==> src/rtl/shift_seq_ctrl.sv <==
`default_nettype none
// ============================================================================
// shift_seq_ctrl: sequences multi-pass 0..31 shifts through an 8-bit barrel shifter
// Revision: 1.0 - initial release
// ============================================================================
module shift_seq_ctrl (
    input  logic       clk,
    input  logic       reset,
    input  logic       in_valid,
    output logic       in_ready,
    input  logic [7:0] in_data,
    input  logic [4:0] in_amt,
    input  logic [1:0] in_op,
    output logic [7:0] bs_a,
    output logic [2:0] bs_amt,
    output logic [1:0] bs_op,
    input  logic [7:0] bs_rm,
    output logic       out_valid,
    input  logic       out_ready,
    output logic [7:0] out_data,
    output logic       out_carry,
    output logic       out_zero,
    output logic       out_neg
);

    localparam logic [1:0] ST_IDLE  = 2'd0;
    localparam logic [1:0] ST_SHIFT = 2'd1;
    localparam logic [1:0] ST_DONE  = 2'd2;

    localparam logic [1:0] OP_LSR = 2'b00;
    localparam logic [1:0] OP_LSL = 2'b01;
    localparam logic [1:0] OP_ROR = 2'b10;
    localparam logic [1:0] OP_ASR = 2'b11;

    localparam logic [2:0] MAX_STEP = 3'd7;

    logic [1:0] state;
    logic [7:0] work;
    logic [3:0] rem;
    logic [1:0] op;
    logic       big;

    logic [7:0] res_data;
    logic       res_carry;
    logic       res_zero;
    logic       res_neg;

    logic [3:0] req_rem;
    logic       req_big;
    logic [2:0] step;
    logic [3:0] rem_next;
    logic [2:0] idx_right;
    logic [2:0] idx_left;
    logic       pass_carry;

    // Any shift of 8 or more saturates for non-rotating ops; rotates repeat every 8.
    always_comb begin
        req_rem = {1'b0, in_amt[2:0]};
        if (in_op != OP_ROR && in_amt >= 5'd8) begin
            req_rem = 4'd8;
        end
        req_big = (in_amt > 5'd8) && ((in_op == OP_LSR) || (in_op == OP_LSL));
    end

    assign step      = (rem > {1'b0, MAX_STEP}) ? MAX_STEP : rem[2:0];
    assign rem_next  = rem - {1'b0, step};
    assign idx_right = step - 3'd1;
    assign idx_left  = 3'd0 - step;

    always_comb begin
        pass_carry = 1'b0;
        case (op)
            OP_LSR, OP_ASR: pass_carry = work[idx_right];
            OP_LSL:         pass_carry = work[idx_left];
            default:        pass_carry = bs_rm[7];
        endcase
        // Shifts beyond 8 push out bits that were already zero-filled.
        if (big) begin
            pass_carry = 1'b0;
        end
    end

    always_ff @(posedge clk) begin
        if (reset) begin
            state     <= ST_IDLE;
            work      <= 8'd0;
            rem       <= 4'd0;
            op        <= OP_LSR;
            big       <= 1'b0;
            res_data  <= 8'd0;
            res_carry <= 1'b0;
            res_zero  <= 1'b0;
            res_neg   <= 1'b0;
        end else begin
            case (state)
                ST_IDLE: begin
                    if (in_valid) begin
                        work <= in_data;
                        op   <= in_op;
                        big  <= req_big;
                        rem  <= req_rem;
                        if (req_rem == 4'd0) begin
                            state     <= ST_DONE;
                            res_data  <= in_data;
                            res_carry <= 1'b0;
                            res_zero  <= (in_data == 8'd0);
                            res_neg   <= in_data[7];
                        end else begin
                            state <= ST_SHIFT;
                        end
                    end
                end
                ST_SHIFT: begin
                    work <= bs_rm;
                    rem  <= rem_next;
                    if (rem_next == 4'd0) begin
                        state     <= ST_DONE;
                        res_data  <= bs_rm;
                        res_carry <= pass_carry;
                        res_zero  <= (bs_rm == 8'd0);
                        res_neg   <= bs_rm[7];
                    end
                end
                ST_DONE: begin
                    if (out_ready) begin
                        state <= ST_IDLE;
                    end
                end
                default: state <= ST_IDLE;
            endcase
        end
    end

    assign in_ready  = (state == ST_IDLE);
    assign out_valid = (state == ST_DONE);
    assign bs_a      = work;
    assign bs_op     = op;
    assign bs_amt    = (state == ST_SHIFT) ? step : 3'd0;
    assign out_data  = res_data;
    assign out_carry = res_carry;
    assign out_zero  = res_zero;
    assign out_neg   = res_neg;

endmodule
`default_nettype wire
==> config.mk <==
export PLATFORM = sky130hd
export DESIGN_NAME = shift_seq_ctrl
export DESIGN_NICKNAME = d
export VERILOG_FILES = /design/src/rtl/shift_seq_ctrl.sv
export SDC_FILE = /design/constraint.sdc
export NUM_CORES = 1
export LEC_CHECK = 0
export ABC_AREA = 1
export BUFFER_PORTS_ARGS = -buffer_cell sky130_fd_sc_hd__clkbuf_2
export CORE_MARGIN = 3
export CORE_UTILIZATION = 45
export DETAILED_ROUTE_END_ITERATION = 8
export PLACE_DENSITY = 0.74
export SLEW_MARGIN = 15
export SYNTH_ARGS = -nofsm -noshare
export SYNTH_HDL_FRONTEND = slang
export SYNTH_SLANG_ARGS = --single-unit
==> constraint.sdc <==
create_clock -name clk -period 1.6 [get_ports clk]
set_input_delay 0.24 -clock clk [delete_from_list [all_inputs] [get_ports clk]]
set_output_delay 0.24 -clock clk [all_outputs]
set_load 0.005 [all_outputs]
==> out/qor.csv <==
metric,value,unit
status,"complete, no violations",
synth_area,0.00157,mm2
n_antenna_cell,0,
htree_levels,1,
drtAntennaViolNets,0,
worstSetupPathType,flip-flop to flip-flop,
pwr-share-seq,0.372,
max_clock_freq,643,MHz
endpoint_kind,flip-flop,
synth-main-ff-cell,dfxtp_1,
hp-class,primary input to flip-flop,
ys_warn_count,0,
synth.top_cells.by_count,"51 x nand2_1, 37 x nor2_1, 27 x dfxtp_1",
final-seq-area,544,um2
ys_ff_latch,27,
synth_top_cell_by_area,dfxtp_1,
numPortBuffers,52,
hp-start,in_amt[0],
synth.most_common_cell,nand2_1,
timing.final.crit_share,0.973,
die_x,65.1,um
grt_pass1_wl,7.06,mm
numClockSinks,27,
drv_slew,0,
dr_total_vias,1741,
cp.required,1.84,ns
syn_nets,269,
clk_pin_slew,0.15,ns
via_per_inst,5.09,
synth_enable_flop_cells,0,
p_sw_frac,0.418,
leakage,1.01,nW
tightest_slew,0.565,ns
cp-start-kind,flip-flop,
pwr-share-clk,0.129,
regToRegSetupSlack,0.04,ns
async_flop_share,0,
synthCells,237,
cts_root_buf,clkbuf_4,
syn_area_per_cell,6.64,um2
skew,0.00455,ns
core,0.00320,mm2
start_util,0.491,
internal-power,0.00139,W
dr.pass1.iters,4,
hold_depth,3,
areaGrowthSynthToFinish,30.8,%
yosys-top-cells-area,"dfxtp_1 34%, nand2_1 12%, nor2_1 8.8%, nand3_1 5.1%, inv_1 4.3%",
drc_errors,0,
drv_cap,0,
drive_above_1_share,0.359,
die_area,0.00424,mm2
die_h,65.1,um
wirelength,4.25,mm
synth_top_cell_area_share,0.344,
first_global_vias,1520,
finalHoldViolCount,0,
grt_setup_unrepaired,yes,
p_comb_frac,0.499,
slew-limit-headroom,0.623,
drt_iter0_drc,120,
vdd_drop_max,0.521,mV
clock_path_buffers,2,
ios,53,
ys_seq_area_frac,0.344,
worst-r2r-cell-count,9,
min_period,1.56,ns
whs_endpoint,rem[0],
gr-total-overflow,0,
dpl.hpwl,3.27,mm
r2r-end,out_carry,
track_usage,0.209,
tritoncts,done,
p_switching,0.000998,W
finalNonFillerCells,342,
fill_cells,321,
grt_max_degree,22,
gp_congestion,0.910,
rows,20,
powerDensity,1160,mW/mm2
worstPathArrival,1.80,ns
worstSkewPairLatency,0.33,ns
multi_input_area,958,um2
setup_viol,0,
cts_buffers,3,
antenna_found_initial,0,
post-place-cells,336,
nNetsFinal,331,
reg2reg_from,rem[3],
critPathMaxFanout,5,
wl_per_cell,12.4,um
synth_cell_types,33,
setup-tns-final,0,ns
## cell type report
type | instances | area share
Clock buffer | 3 | 0.0109
Clock inverter | 1 | 0.00365
Inverter | 26 | 0.0487
Multi-Input combinational cell | 176 | 0.466
Sequential cell | 27 | 0.265
Tap cell | 44 | 0.0268
Timing Repair Buffer | 65 | 0.179
## cells in the final DEF, fill, tap and decap left out, drive strengths merged, types with 2 or more instances in the layout
master and n:
a31oi 5, a21oi 10, nand3 16, nor4 2, nand2 58, nor2 40
o21ai 24, dfxtp 27, ha 5, inv 26, o22ai 2, or2 2
buf 13, nor3 4, clkbuf 55, nand4 3
## logic make-up after synthesis
| group | count (synthesis) | share of synthesized area |
|---|---|---|
| DFF | 27 | 0.344 |
| buffers and inverters | 34 | 0.0947 |
| AOI/OAI and AO/OA | 45 | 0.167 |
| and+or+nand+nor | 125 | 0.349 |
| xor gates and xnor gates | 1 | 0.00557 |
| adders and majority gates | 5 | 0.0398 |
## power by group through the flow
stage	sequential, W	combinational (W)	clock, W
after floorplan	0.000895	0.000708	0
after global placement	0.000893	0.00105	0
after detailed placement	0.000895	0.00107	0
after CTS	0.000881	0.00111	0.000313
after global routing	0.000906	0.00134	0.000353
final	0.000889	0.00119	0.000309
## stage by stage
step | hold WS (ns) | utilization | setup WS [ns] | cell area (um2) | power, W
global route | 0.153 | 0.642 | -0.0416 | 2060 | 0.00260
floorplan | 0.302 | - | 0.0116 | 1580 | 0.00160
detailed placement | 0.462 | 0.600 | -0.0753 | 1920 | 0.00196
finish | 0.152 | 0.642 | 0.0439 | 2060 | 0.00239
global placement | 0.458 | 0.600 | -0.0492 | 1920 | 0.00195
CTS | 0.162 | 0.621 | 0.00618 | 1990 | 0.00231
## worst max-delay path, stage by stage, from the launching register on
cell and delay (ns):
dfxtp_2 0.37, buf_6 0.13, nor2_4 0.16, ha_4 0.15, xor2_1 0.21, nand3_1 0.13
nand3_2 0.11, nand3_2 0.10, nand2_2 0.07, a21oi_2 0.04
## routing by layer
layer | global-route usage | wire [um] | vias to the layer above | part of all wire
met5 | 0 | 0 | - | 0
met3 | 0.0274 | 220 | 6 | 0.052
met2 | 0.312 | 1950 | 54 | 0.46
li1 | - | - | 902 | -
met4 | 0.0622 | 57 | 0 | 0.013
met1 | 0.313 | 2020 | 779 | 0.48
## worst max-delay path by stage
stage,cells past startpoint,end,slack [ns],from
2_1_floorplan,10,out_carry,0.01,rem[3]
3_3_place_gp,11,out_carry,-0.05,rem[0]
3_5_place_dp,11,out_carry,-0.08,rem[0]
4_1_cts,9,out_data[0],0.006,rem[3]
5_1_grt,10,out_data[6],-0.04,rem[3]
6_report,9,out_carry,0.04,rem[3]
## what timing repair did
action,4_1_cts,5_1_grt
endpoints found under the setup margin,6,14
hold buffers,0,0
gates resized for setup,6,16
gates cloned,0,0
buffers inserted,1,1
pin swaps,3,11
## sequential cells by signal (all words and copies together), names as in the netlist
register	flops
state	2
out_data	8
out_zero	1
rem	4
bs_a	8
bs_op	2
big	1
out_carry	1
Note: power is estimated with default switching activity, not from simulation.
